`config.mk`:
```
export PLATFORM = sky130hd
export DESIGN_NAME = dmem_bridge
export DESIGN_NICKNAME = d
export VERILOG_FILES = /design/src/rtl/dmem_bridge.sv
export SDC_FILE = /design/constraint.sdc
export NUM_CORES = 1
export LEC_CHECK = 0
export CAP_MARGIN = 5
export CORE_MARGIN = 5
export CORE_UTILIZATION = 25
export CTS_BUF_LIST = sky130_fd_sc_hd__clkbuf_4 sky130_fd_sc_hd__clkbuf_8
export DETAILED_ROUTE_END_ITERATION = 12
export GPL_ROUTABILITY_DRIVEN = 0
export SLEW_MARGIN = 20
export SYNTH_ARGS = -nofsm -noshare
export SYNTH_HDL_FRONTEND = slang
export SYNTH_SLANG_ARGS = --single-unit
```
`constraint.sdc`:
```
create_clock -name clk -period 4.6 [get_ports clk]
set_clock_uncertainty 0.05 [all_clocks]
set_input_delay 0.69 -clock clk [delete_from_list [all_inputs] [get_ports clk]]
set_output_delay 0.69 -clock clk [all_outputs]
set_load 0.02 [all_outputs]
```
`src/rtl/dmem_bridge.sv`:
```
// MEM-stage data-memory bridge: in-order store buffer with load forwarding,
// blocking load-miss FSM and a valid/ready request / valid response memory port.
module dmem_bridge #(
  parameter int SB_DEPTH = 4,
  parameter int ADDR_W   = 32
) (
  input  logic              clk,
  input  logic              rst,
  input  logic [1:0]        proc2Dmem_command,
  input  logic [ADDR_W-1:0] proc2Dmem_addr,
  input  logic [31:0]       proc2mem_data,
  output logic [31:0]       mem2proc_data,
  output logic              dmem_stall,
  output logic              mem_req_valid,
  input  logic              mem_req_ready,
  output logic              mem_req_we,
  output logic [ADDR_W-1:0] mem_req_addr,
  output logic [31:0]       mem_req_wdata,
  input  logic              mem_rsp_valid,
  input  logic [31:0]       mem_rsp_data
);

  localparam int PTR_W = $clog2(SB_DEPTH);
  localparam int CNT_W = PTR_W + 1;
  localparam int WA_W  = ADDR_W - 2;

  typedef enum logic [1:0] {
    BUS_NONE  = 2'd0,
    BUS_LOAD  = 2'd1,
    BUS_STORE = 2'd2,
    BUS_RSVD  = 2'd3
  } bus_cmd_t;

  typedef enum logic [1:0] {
    IDLE    = 2'd0,
    LD_REQ  = 2'd1,
    LD_RSP  = 2'd2,
    LD_DONE = 2'd3
  } state_t;

  state_t            state_q, state_d;
  logic [PTR_W-1:0]  head_q, head_d;
  logic [PTR_W-1:0]  tail_q, tail_d;
  logic [CNT_W-1:0]  count_q, count_d;
  logic              drain_pend_q, drain_pend_d;
  logic [WA_W-1:0]   ld_addr_q, ld_addr_d;
  logic [31:0]       result_q, result_d;
  logic [WA_W-1:0]   sb_addr_q [SB_DEPTH];
  logic [31:0]       sb_data_q [SB_DEPTH];

  logic [WA_W-1:0]   word_addr;
  logic              is_load, is_store, full;
  logic              fwd_hit;
  logic [31:0]       fwd_data;
  logic              ld_miss, drain;
  logic              push, pop;
  logic              stall;
  logic              req_valid, req_we;
  logic [ADDR_W-1:0] req_addr;
  logic [31:0]       req_wdata, rdata;
  logic              addr_lsb_unused;

  always_comb begin
    word_addr       = proc2Dmem_addr[ADDR_W-1:2];
    addr_lsb_unused = ^proc2Dmem_addr[1:0];
    is_load         = (proc2Dmem_command == BUS_LOAD);
    is_store        = (proc2Dmem_command == BUS_STORE);
    full            = (count_q == CNT_W'(SB_DEPTH));
  end

  // Walk oldest to youngest so the last match seen is the youngest store.
  always_comb begin
    fwd_hit  = 1'b0;
    fwd_data = '0;
    for (int unsigned k = 0; k < SB_DEPTH; k++) begin
      if ((CNT_W'(k) < count_q) &&
          (sb_addr_q[head_q + PTR_W'(k)] == word_addr)) begin
        fwd_hit  = 1'b1;
        fwd_data = sb_data_q[head_q + PTR_W'(k)];
      end
    end
  end

  always_comb begin
    state_d      = state_q;
    ld_addr_d    = ld_addr_q;
    result_d     = result_q;
    drain_pend_d = 1'b0;
    ld_miss      = 1'b0;
    drain        = 1'b0;
    push         = 1'b0;
    pop          = 1'b0;
    stall        = 1'b0;
    req_valid    = 1'b0;
    req_we       = 1'b0;
    req_addr     = '0;
    req_wdata    = '0;
    rdata        = '0;

    unique case (state_q)
      IDLE: begin
        ld_miss = is_load && !fwd_hit;
        if (is_load && fwd_hit) rdata = fwd_data;
        if (is_store) begin
          if (full) stall = 1'b1;
          else      push  = 1'b1;
        end
        if (ld_miss) stall = 1'b1;
        // A presented write is never withdrawn; a new miss only blocks fresh drains.
        drain = drain_pend_q || ((count_q != '0) && !ld_miss);
        if (drain) begin
          req_valid    = 1'b1;
          req_we       = 1'b1;
          req_addr     = {sb_addr_q[head_q], 2'b00};
          req_wdata    = sb_data_q[head_q];
          pop          = mem_req_ready;
          drain_pend_d = !mem_req_ready;
        end
        if (ld_miss && (!drain_pend_q || mem_req_ready)) begin
          state_d   = LD_REQ;
          ld_addr_d = word_addr;
        end
      end
      LD_REQ: begin
        stall     = 1'b1;
        req_valid = 1'b1;
        req_addr  = {ld_addr_q, 2'b00};
        if (mem_req_ready) state_d = LD_RSP;
      end
      LD_RSP: begin
        stall = 1'b1;
        if (mem_rsp_valid) begin
          result_d = mem_rsp_data;
          state_d  = LD_DONE;
        end
      end
      LD_DONE: begin
        rdata   = result_q;
        state_d = IDLE;
      end
      default: state_d = IDLE;
    endcase

    head_d  = pop  ? head_q + PTR_W'(1) : head_q;
    tail_d  = push ? tail_q + PTR_W'(1) : tail_q;
    count_d = count_q + CNT_W'(push) - CNT_W'(pop);
  end

  // Outputs are forced low while reset is held, even if the pipeline still
  // presents a LOAD that would otherwise raise a combinational stall.
  always_comb begin
    dmem_stall    = rst ? stall     : 1'b0;
    mem2proc_data = rst ? rdata     : '0;
    mem_req_valid = rst ? req_valid : 1'b0;
    mem_req_we    = rst ? req_we    : 1'b0;
    mem_req_addr  = rst ? req_addr  : '0;
    mem_req_wdata = rst ? req_wdata : '0;
  end

  always_ff @(posedge clk or negedge rst) begin
    if (!rst) begin
      state_q      <= IDLE;
      head_q       <= '0;
      tail_q       <= '0;
      count_q      <= '0;
      drain_pend_q <= 1'b0;
      ld_addr_q    <= '0;
      result_q     <= '0;
      for (int unsigned i = 0; i < SB_DEPTH; i++) begin
        sb_addr_q[i] <= '0;
        sb_data_q[i] <= '0;
      end
    end else begin
      state_q      <= state_d;
      head_q       <= head_d;
      tail_q       <= tail_d;
      count_q      <= count_d;
      drain_pend_q <= drain_pend_d;
      ld_addr_q    <= ld_addr_d;
      result_q     <= result_d;
      if (push) begin
        sb_addr_q[tail_q] <= word_addr;
        sb_data_q[tail_q] <= proc2mem_data;
      end
    end
  end

endmodule

```
# --- Word-level counts from Yosys, hierarchy flattened ---
# Cells that the tools add are included.
totals:
  ff_bits: 320
  output_inout_bits: 99
  input_bits: 102
  word_cells: 138
classes:
  n_addsub: 6
  n_eq_ne: 13
  bitwise_logic: 5
  n_mux: 68
  n_reduce_logical: 21
  magnitude_cmp: 10
ops:
  columns: ["op", "count"]
  rows:
  - ["32-bit two-way mux", 20]
  - ["30-bit two-way mux", 9]
  - ["32-bit binary-select mux with 2-bit select", 4]
  - ["30-bit binary-select mux with 2-bit select", 4]
  - ["128-bit bitwise mux", 1]
  - ["32-bit case mux with 2 select lines", 2]
  - ["120-bit bitwise mux", 1]
  - ["30-bit equality test", 4]
  - ["32-bit demux with 2-bit select", 1]
  - ["30-bit demux with 2-bit select", 1]
  - ["1-bit two-way mux", 19]
  - ["3-bit >= comparator, second input constant", 5]
  - ["2-bit inverter with 3-bit output", 5]
  - ["1-bit logical AND", 9]
  - ["2-bit case mux with 4 select lines", 1]
  - ["2-bit equality test, second input constant", 3]
  - ["1-bit by 3-bit < comparator with 1-bit output, first input constant", 2]
  - ["2-bit by 3-bit < comparator with 1-bit output, first input constant", 2]
  - ["2-bit two-way mux", 3]
  - ["2-bit inequality test, second input constant", 3]
  - ["2-bit by 1-bit adder with 2-bit output, second input constant", 2]
  - ["2-bit adder, second input constant", 2]
  - ["2-bit by 1-bit equality test with 1-bit output, second input constant", 2]
  - ["1-bit zero test", 4]
  - ["other kinds (11)", 14]

# --- Logic depth before layout (Yosys ltp) ---
# Gate-level depths: netlist of the first run.
logic_depth:
  word_depth: 18
  depth_mapped: 17
  mapped_depth_nobuf: 14

# --- Worst setup path before layout of the first run ---
# No wires, ideal clock.
synth_timing:
  path_type: "register -> output"
  start: "register head_q[0]"
  end: "output port mem_req_wdata[0]"
  t_required_ps: 3860
  stages_incl_launch_ff: 13
  n_path_buf: 3
  slack_ps: 649
  t_arrival_ps: 3211
  path_cell_list: "dfrtp_1 > buf_2 > buf_6 > buf_6 > mux4_2 > xnor2_1 > nand2_1 > a2111oi_1 > nand4_1 > a21boi_2 > a41oi_4 > nand2_4 > a211oi_1"
synth_between:
  elab_chain_len: 18
  word_cells_on_any_way: 42
  cone_classes: "add/sub: 3; eq/ne: 4; mux: 22; bitwise: 4; reduce/logical: 9"
synth_rtl:
  columns: ["item", "line_no", "rtl"]
  rows:
  - ["start: declaration", "42", "logic [PTR_W-1:0] head_q, head_d;"]
  - ["start signal: assignment", "163", "head_q <= '0;"]
  - ["start signal: assignment", "175", "head_q <= head_d;"]
  - ["2-bit by 1-bit adder with 2-bit output / 2-bit inverter with 3-bit output (equally long branches)", "77, 115", null]
  - ["2-bit inverter with 3-bit output (implied by the code) / 30-bit binary-select mux with 2-bit select (equally long branches)", "77", "(sb_addr_q[head_q + PTR_W'(k)] == word_addr)) begin"]
  - ["30-bit binary-select mux with 2-bit select / 30-bit two-way mux (equally long branches)", "77", null]
  - ["30-bit two-way mux (implied by the code)", "77", null]
  - ["30-bit two-way mux (implied by the code) / 30-bit equality test (equally long branches)", "77", null]
  - ["30-bit equality test / 1-bit logical AND (equally long branches)", "77, 76", null]
  - ["1-bit logical AND / 1-bit two-way mux (equally long branches)", "76", "if ((CNT_W'(k) < count_q) &&"]
  - ["1-bit two-way mux (3 in a row)", "76", null]
  - ["1-bit zero test", "102", "ld_miss = is_load && !fwd_hit;"]
  - ["1-bit logical AND", "102", null]
  - ["1-bit zero test", "110", "drain = drain_pend_q || ((count_q != '0) && !ld_miss);"]
  - ["1-bit logical AND", "110", null]
  - ["1-bit logical OR", "110", null]
  - ["32-bit two-way mux (*)", "111", "if (drain) begin"]
  - ["32-bit two-way mux (*)", "100", "unique case (state_q)"]
  - ["32-bit two-way mux (*)", "157", "mem_req_wdata = rst ? req_wdata : '0;"]
  - ["end: declaration", "18", "output logic [31:0] mem_req_wdata,"]
# Mark *: on every way between the ends. The rest lies on a longest branch, timed or not. The select of a mux whose other input is x is not followed.

# --- Worst setup path after layout of the first run ---
layout_timing:
  start: "register head_q[0]"
  end: "output port mem2proc_data[19]"
layout_between:
  elab_chain_len: 14
  word_cells_on_any_way: 51
  cone_classes: "add/sub: 3; eq/ne: 4; mux: 35; bitwise: 4; reduce/logical: 5"
layout_rtl:
  columns: ["item", "line_no", "rtl"]
  rows:
  - ["2-bit by 1-bit adder with 2-bit output / 2-bit inverter with 3-bit output (equally long branches)", "77, 79", null]
  - ["2-bit inverter with 3-bit output (implied by the code) / 30-bit binary-select mux with 2-bit select (equally long branches)", "77, 79", null]
  - ["30-bit binary-select mux with 2-bit select / 30-bit two-way mux (equally long branches)", "77", null]
  - ["30-bit two-way mux (implied by the code)", "77", null]
  - ["30-bit two-way mux (implied by the code) / 30-bit equality test (equally long branches)", "77", null]
  - ["30-bit equality test / 1-bit logical AND (equally long branches)", "77, 76", null]
  - ["1-bit logical AND / 1-bit two-way mux (equally long branches)", "76", null]
  - ["1-bit two-way mux (3 in a row)", "76", null]
  - ["1-bit logical AND", "103", "if (is_load && fwd_hit) rdata = fwd_data;"]
  - ["32-bit two-way mux (*)", "103", null]
  - ["32-bit case mux with 2 select lines (*)", "100", null]
  - ["32-bit two-way mux (*)", "153", "mem2proc_data = rst ? rdata : '0;"]
  - ["end: declaration", "12", "output logic [31:0] mem2proc_data,"]
# Marks and branches as above.

==> results.cfg, run 1 <==
[run_status]
outcome = finished, violations left
violations = negative setup slack

[timing]
hold_viol = 0
finalSetupTns_ps = -48940
layout_worst_path_cycle_share_pct = 115
tightest_slew_ps = 1020
finalMaxSlewViolations = 0
rsz0062_at_grt = true
relSlewSlack_pct = 32.2
setup_viol = 98
fmax_mhz = 190
setup_slack_ps = -671
min_period_ps = 5270

[layout]
drive_gt1_share_pct = 45.6
fin_cells = 3486
final_common_cell = buf_4
nets = 2414
area_delta_synth_final_pct = 39.8
fin_area_sq_um = 30000
final_cell_mix = 349 x buf_4, 318 x dfrtp_1, 266 x mux2_2, 222 x mux2i_1, 98 x clkdlybuf4s50_1

[hold_path]
hold_path_end = ld_addr_q[23]$_DFFE_PN0P_
min_from = ld_addr_q[23]$_DFFE_PN0P_
worstHoldPathCells = 1
hold_class = reg -> reg

[worst_setup_path]
reg2reg_slack_ps = -10
crit_chain = buf_12, bufbuf_16, mux4_2, xnor2_1, nand2_1, a2111oi_4, nand4_1, buf_4, a21o_4, buf_12, clkbuf_16, o22a_1, o22a_1, o21ai_2, buf_6
r2r-start = head_q[0]$_DFFE_PN0P_
slowest_delay_ps = 530
reg2regPathDepth = 19
critPathLaunchType = register
worstSetupPathType = reg -> out
path_buf_inv = 6
reg2reg_to = count_q[1]$_DFF_PN0_
cp_top_family = compound AO/OA/AOI/OAI gates
worstSetupEndpointType = output pin
slowest_stage = mux4_2
required_ps = 3860
crit_fanout = 8
crit_arrival_ps = 4530

[die]
rows = 107
core_area_sq_um = 85100
dieArea_sq_um = 91700
start_util_pct = 25.2
dieHeight_um = 303
die_w_um = 303
num_io_pins = 201

[clock_network]
clkTransAtPathRegs_ps = 60
worstSkewPairLatency_ps = 660
cts_buffers = 67
clock_sinks = 320
cts_root_buf = clkbuf_8
cts_tree = yes
clockBufferDepth = 3
cts_max_level = 3

[synthesis]
synthFlopType = dfrtp_1
ys_seq_area_share_pct = 37.4
netlist_area_sq_um = 21400
synth_cells = 1826
ys_ff_latch = 320
synthArstFlopShare_pct = 100
ys_types = 78
synth_area_per_cell_sq_um = 11.7
synth_warnings = 0
synth_edf_count = 0

[routing]
routed_wl_um = 80100
drtAntennaViolNets = 0
top_layer = met5
met1_length_um = 33300
dr_wl_met3_um = 6170
dr.pass1.iters = 6
wl_per_cell_um = 23.0
drc_errors = 0
vias = 18200
wl_met2_um = 37900
drt-vias-per-instance = 5.21
first_iter_violations = 1377

[global_routing]
antenna_found_initial = 7
grt_pass1_vias = 19300
grt_max_degree = 141
gr-total-overflow = 0
grt_pass1_wl_um = 121000
grt_usage_pct = 17.0

[placed_design]
dpl.hpwl_um = 52200
dp_cells = 3304
dpl-instance-area_sq_um = 26600
port_buffers = 196

[power]
power_density_nw_per_um2 = 706
leakagePower_nw = 12.6
vdd_ir_drop_max_v = 0.000496
totalPowerFinal_mw = 21.1

[flow_run]
max_cap_viol_count = 0
timing repair:
action,in CTS,in global routing
gates resized for setup,657,59
gates cloned,14,3
hold endpoints to repair,19,0
pin swaps,59,27
setup endpoints to repair,99,99
hold buffers,1,0
setup buffers,43,11
power by group:
part	switching (mW)	leakage (nW)	total, mW	internal (mW)
clock network	1.38	0.735	3.21	1.83
logic	6.30	7.84	12.7	6.40
registers	1.08	4.01	5.22	4.14
registers in the layout (all words and copies together), names as in the netlist:
name	flops
sb_addr_q	120
ld_addr_q	30
count_q	3
state_q	2
tail_q	2
drain_pend_q	1
head_q	2
result_q	32
sb_data_q	128
kinds of logic after synthesis:
group | synth area share [%]
buffers and inverters | 4.88
and+or+nand+nor | 5.15
AOI/OAI and AO/OA | 15.3
xor gates and xnor gates | 4.74
other | 0.0175
muxes | 31.7
DFF | 37.4
adders and majority gates | 0.853
routing by layer:
metal | vias up | global-route usage [%]
li1 | 7965 | -
met1 | 9233 | 22.1
met2 | 779 | 27.8
met3 | 179 | 4.26
met4 | 10 | 5.73
met5 | - | 0
metrics by stage:
step | utilization (%) | hold slack, ps | setup WS (ps)
6_report | 35.2 | 442 | -671
5_1_grt | 35.2 | 469 | -774
4_1_cts | 34.7 | 449 | -660
3_5_place_dp | 31.3 | 433 | -746
3_3_place_gp | 31.3 | 425 | -713
2_1_floorplan | - | 344 | 649
area by class of cell:
type	instances	area, sq um
tap	1144	1430
antenna	1	2.50
clock inverter	11	119
inverter	22	95.1
fill	8401	55200
clock buffer	101	1280
timing repair buffer	583	5780
sequential	320	8020
multi-input combinational	1304	13200
cell usage after synthesis (25+ instances only):
cell type  number  area [sq um]
clkbuf_1       94           353
a32oi_1        36           315
a22oi_1        31           233
mux2_1         27           304
xnor2_1       101           885
o22a_1         97           850
o221ai_1       66           578
mux2_2        266          3000
a211oi_2       29           363
nand2_1        56           210
mux2i_1       232          2320
o21ai_1        33           165
buf_2          25           125
dfrtp_1       320          8010
mux4_2         52          1170
nor2b_1        34           213
and2_1         36           225
buf_4          27           203
o21ai_0        37           185
how the worst max path moves through the flow:
stage | end | from | slack [ps] | cells past startpoint
after floorplan | mem_req_wdata[0] | head_q[0]$_DFFE_PN0P_ | 650 | 12
after global placement | mem2proc_data[8] | proc2Dmem_addr[22] | -710 | 13
after detailed placement | mem2proc_data[16] | proc2Dmem_addr[22] | -750 | 13
after CTS | mem2proc_data[1] | head_q[0]$_DFFE_PN0P_ | -660 | 15
after global routing | mem2proc_data[21] | head_q[0]$_DFFE_PN0P_ | -770 | 15
final | mem2proc_data[19] | head_q[0]$_DFFE_PN0P_ | -670 | 15
Note: power is estimated with default switching activity, not from simulation.
==> run 2, diff against run 1 <==
--- a/config.mk
+++ b/config.mk
@@ -11,6 +11,7 @@
 export CTS_BUF_LIST = sky130_fd_sc_hd__clkbuf_4 sky130_fd_sc_hd__clkbuf_8
 export DETAILED_ROUTE_END_ITERATION = 12
 export GPL_ROUTABILITY_DRIVEN = 0
+export GPL_TIMING_DRIVEN = 0
 export SLEW_MARGIN = 20
 export SYNTH_ARGS = -nofsm -noshare
 export SYNTH_HDL_FRONTEND = slang
==> run 2 against run 1 <==
Against the previous run:
- the flow still finishes with violations (negative setup slack)
- sequential power rose by 2%
- wire length increased by 9.1%
- via count about the same
- non-clock buffer count shrank 163
- sequential share of layout area rose by 1.8 points
- clock-buffer cell count is 24 lower
- critical path type unchanged
==> results.cfg, run 2 (synthesis results as in run 1) <==
[timing]
finalMaxSlewViolations = 0
finalSetupTns_ps = -59830
layout_worst_path_cycle_share_pct = 116
hold_viol = 0
tightest_slew_ps = 1170
min_period_ps = 5320
fmax_mhz = 188
setup_slack_ps = -716
rsz0062_at_grt = true
setup_viol = 97
relSlewSlack_pct = 22.1
whs_ps = 411

[worst_setup_path]
reg2regPathDepth = 18
worstSetupEndpointType = output pin
crit_fanout = 7
crit_arrival_ps = 4580
critPathLaunchType = register
required_ps = 3860
worstSetupPathType = reg -> out

[die]
start_util_pct = 25.2
dieHeight_um = 303
dieArea_sq_um = 91700
die_w_um = 303
num_io_pins = 201
core_area_sq_um = 85100
rows = 107

[placed_design]
dpl.hpwl_um = 62200
place_worst_setup_slack_ps = -1630
port_buffers = 183
dp_cells = 3159

[clock_network]
cts_root_buf = clkbuf_8
clkTransAtPathRegs_ps = 60
worstSkewPairLatency_ps = 680
cts_max_level = 2
clock_sinks = 320
cts_tree = yes
cts_buffers = 57
clockBufferDepth = 3

[power]
intPower_mw = 10.9
leakagePower_nw = 11.3
sw_frac_of_total_pct = 45.0
vdd_ir_drop_max_v = 0.000293
p_seq_share_pct = 26.9
p_comb_share_pct = 57.7
power.share.clock_pct = 15.4
power.switching_mw = 8.95
power_density_nw_per_um2 = 710

[flow_run]
max_cap_viol_count = 0

[routing]
first_iter_violations = 1972
vias = 18200
drt-vias-per-instance = 5.48
dr.pass1.iters = 5
wl_per_cell_um = 26.3
routed_wl_um = 87300
drtAntennaViolNets = 0
drc_errors = 0

[layout]
drive_gt1_share_pct = 38.1
area_delta_synth_final_pct = 30.8
regMostFlops = sb_data_q
final_cell_mix = 319 x dfrtp_1, 265 x mux2_2, 225 x mux2i_1, 99 x buf_6, 97 x o22a_1
final_common_cell = dfrtp_1
largest_reg_flops = 128
nets = 2241
fin_cells = 3317
largestRegisters = sb_data_q: 128 flops, sb_addr_q: 120 flops, result_q: 32 flops
n_fill_cell = 8676

[global_routing]
gr-total-overflow = 0
grt_max_degree = 88
grt_pass1_wl_um = 126000
grt_usage_pct = 18.3
grt_pass1_vias = 18000
antenna_found_initial = 7

[run_status]
violations = negative setup slack
outcome = finished, violations left

[hold_path]
hold_class = in -> async
-- run 2: power by group through the flow --
stage / Sequential (mW) / Combinational (mW) / Clock, mW
2_1_floorplan: 4.88 / 7.00 / 0
3_3_place_gp: 5.24 / 9.97 / 0
3_5_place_dp: 5.29 / 10.0 / 0
4_1_cts: 5.27 / 10.8 / 3.13
5_1_grt: 5.50 / 12.0 / 3.25
6_report: 5.35 / 11.5 / 3.07
-- run 2: repair_timing --
action / 4_1_cts / 5_1_grt
gates cloned: 3 / 6
endpoints found under the hold margin: 17 / 0
hold buffers: 1 / 0
pin swaps: 36 / 43
setup buffers: 22 / 20
endpoints found under the setup margin: 101 / 97
gates resized for setup: 754 / 115
-- run 2: critical path, cell delays in order (launching register included) --
cell and delay, ps:
dfrtp_1 340, buf_6 140, buf_12 150, buf_4 140, mux4_2 560, xnor2_4 250
nand4_1 230, or4_4 580, nor3_4 210, a21oi_4 170, a41oi_4 210, buf_6 150
nand2_8 110, buf_12 200, a211oi_4 290, buf_6 180
-- run 2: path summary, 6_finish.rpt --
check / end / from / slack (ps)
max: mem_req_wdata[2] / head_q[0]$_DFFE_PN0P_ / -720
min: sb_addr_q[103]$_DFFE_PN0P_ / rst / 410
max reg2reg: count_q[2]$_DFF_PN0_ / head_q[1]$_DFFE_PN0P_ / 100
min reg2reg: ld_addr_q[3]$_DFFE_PN0P_ / ld_addr_q[3]$_DFFE_PN0P_ / 440
max in group asynchronous: sb_data_q[111]$_DFFE_PN0P_ / rst / 2850
min in group clk: ld_addr_q[3]$_DFFE_PN0P_ / ld_addr_q[3]$_DFFE_PN0P_ / 440
-- run 2: area by class of cell --
class	count	area, sq um	share of cell area, %
plain buffers	180	1340	4.78
inverters	22	86.3	0.308
clock buffers	77	985	3.51
multi-input cells	1304	13300	47.3
clock inverters	25	293	1.04
flip-flops and latches	320	8010	28.6
repair buffers	240	2610	9.32
diodes	5	12.5	0.0446
well taps	1144	1430	5.11
-- run 2: per-layer routing --
| metal | track usage (%) | wire, um | up-vias |
|---|---|---|---|
| li1 | - | - | 7585 |
| met1 | 24.6 | 35400 | 9309 |
| met2 | 29.0 | 39500 | 1080 |
| met3 | 5.17 | 9540 | 198 |
| met4 | 4.96 | 2830 | 2 |
| met5 | 0 | 10 | - |
-- run 2: stage by stage --
stage / total power, mW / utilization [%] / instance area [sq um]
2_1_floorplan: 11.9 / - / 21400
3_3_place_gp: 15.2 / 29.0 / 24700
3_5_place_dp: 15.3 / 29.1 / 24800
4_1_cts: 19.2 / 32.0 / 27200
5_1_grt: 20.7 / 32.9 / 28000
6_report: 19.9 / 32.9 / 28000
==> run 3, diff against run 2 <==
--- a/config.mk
+++ b/config.mk
@@ -12,6 +12,7 @@
 export DETAILED_ROUTE_END_ITERATION = 12
 export GPL_ROUTABILITY_DRIVEN = 0
 export GPL_TIMING_DRIVEN = 0
+export HOLD_SLACK_MARGIN = 0.08
 export SLEW_MARGIN = 20
 export SYNTH_ARGS = -nofsm -noshare
 export SYNTH_HDL_FRONTEND = slang
==> constraint.sdc (replaced) <==
create_clock -name clk -period 5.3 [get_ports clk]
set_clock_uncertainty 0.05 [all_clocks]
set_input_delay 0.795 -clock clk [delete_from_list [all_inputs] [get_ports clk]]
set_output_delay 0.795 -clock clk [all_outputs]
set_load 0.02 [all_outputs]
==> run 3 against run 2 <==
Against the previous run:
- the flow still finishes with violations (negative setup slack)
- cell count about the same
- largest cell class unchanged
- sequential share of layout area up 0.051 points
- sequential power down 13%
- global-route usage about the same
- critical path type unchanged
==> results.cfg, run 3 (synthesis results as in run 1) <==
[timing]
tightest_slew_ps = 1160
finalMaxSlewViolations = 0
layout_worst_path_cycle_share_pct = 102
relSlewSlack_pct = 23.0
fmax_mhz = 184
whs_ps = 446
finalSetupTns_ps = -3450
setup_viol = 75
hold_viol = 0
setup_slack_ps = -131
min_period_ps = 5430
rsz0062_at_grt = true

[routing]
dr.pass1.iters = 8
routed_wl_um = 87200
drc_errors = 0
drt-vias-per-instance = 5.46
vias = 18100
first_iter_violations = 2077
drtAntennaViolNets = 0
wl_per_cell_um = 26.3

[layout]
n_fill_cell = 8687
largest_reg_flops = 128
fin_cells = 3316
drive_gt1_share_pct = 37.6
regMostFlops = sb_data_q
post-route-util_pct = 32.9
final_common_cell = dfrtp_1
fin_area_sq_um = 28000
multi_input_area_sq_um = 13200
area_delta_synth_final_pct = 30.6
nets = 2240
final_cell_mix = 319 x dfrtp_1, 265 x mux2_2, 225 x mux2i_1, 97 x o22a_1, 95 x buf_6
largestRegisters = sb_data_q: 128 flops, sb_addr_q: 120 flops, result_q: 32 flops
seqCellArea_sq_um = 8010

[die]
dieArea_sq_um = 91700
rows = 107
num_io_pins = 201
die_w_um = 303
dieHeight_um = 303
start_util_pct = 25.2
core_area_sq_um = 85100

[worst_setup_path]
required_ps = 4450
reg2reg_to = count_q[2]$_DFF_PN0_
r2r-start = head_q[1]$_DFFE_PN0P_
worstSetupEndpointType = output pin
slowest_delay_ps = 580
worstSetupPathType = reg -> out
crit_arrival_ps = 4590
reg2reg_slack_ps = 810
reg2regPathDepth = 19
critPathLaunchType = register
crit_fanout = 7
slowest_stage = or4_4
crit_chain = buf_6, buf_12, buf_4, mux4_2, xnor2_4, nand4_1, or4_4, nor3_4, a21oi_4, a41oi_4, buf_6, nand2_8, buf_12, a211oi_4, buf_6
critPathLaunch = head_q[0]$_DFFE_PN0P_
crit_path_frequent_cell = buf_6

[clock_network]
worstSkewPairLatency_ps = 680
cts_max_level = 2
clockBufferDepth = 3
clkTransAtPathRegs_ps = 60
cts_tree = yes
cts_root_buf = clkbuf_8
clock_sinks = 320
cts_buffers = 57

[placed_design]
port_buffers = 183
dpl.hpwl_um = 62200
dp_cells = 3159
place_worst_setup_slack_ps = -1140
dpl-instance-area_sq_um = 24800

[global_routing]
grt_usage_pct = 18.3
grt_pass1_vias = 18000
grt_max_degree = 88
antenna_found_initial = 7
gr-total-overflow = 0
grt_pass1_wl_um = 126000

[power]
vdd_ir_drop_max_v = 0.000254
power_density_nw_per_um2 = 615
totalPowerFinal_mw = 17.2
leakagePower_nw = 11.3

[hold_path]
hold_path_end = ld_addr_q[28]$_DFFE_PN0P_
hold_class = reg -> reg
worstHoldPathCells = 1
min_from = ld_addr_q[28]$_DFFE_PN0P_

[flow_run]
max_cap_viol_count = 0

[run_status]
outcome = finished, violations left
violations = negative setup slack
-- run 3: critical path: cells and delay by family, from the launching register on --
family                 cells  cell delay, ps
XOR/XNOR                   1             250
AND/OR/NAND/NOR            4            1140
buffers and inverters      6             960
multiplexers               1             560
flip-flops                 1             340
AO/OA/AOI/OAI              3             670
-- run 3: repair_timing --
item,CTS,global route
hold buffers,1,0
hold endpoints to repair,17,0
endpoints found under the setup margin,97,97
resized for setup,741,111
gates cloned,3,6
pin swaps,35,40
setup buffers,22,19
-- run 3: area by class of cell --
cell class | instances | share of cell area, %
timing repair buffer | 239 | 9.27
tap | 1144 | 5.12
antenna | 5 | 0.0447
clock inverter | 25 | 1.05
clock buffer | 77 | 3.52
buffer | 180 | 4.84
inverter | 22 | 0.309
multi-input combinational | 1304 | 47.2
sequential | 320 | 28.6
-- run 3: how the worst max path moves through the flow --
stage	to	slack, ps	cells after the start
after floorplan	mem_req_wdata[0]	1220	9
after global placement	mem2proc_data[26]	-12120	7
after detailed placement	mem_req_addr[24]	-1140	13
after CTS	mem_req_wdata[2]	-200	16
after global routing	mem2proc_data[8]	-180	16
final	mem_req_wdata[4]	-130	15
-- run 3: layer usage --
layer	GRT usage (%)	routed length (um)	vias to the layer above
met2	29.0	39100	1086
met1	24.7	35600	9194
met4	4.91	3090	2
met3	5.09	9410	214
li1	-	-	7597
met5	0	8	-
-- run 3: where the power goes --
part           internal, mW  leakage [nW]  switching (mW)  total [mW]
Combinational          4.39          6.57            5.53        9.92
Clock                  1.51         0.678            1.15        2.66
Sequential             3.58          4.01            1.05        4.64
Total                  9.48          11.3            7.73        17.2
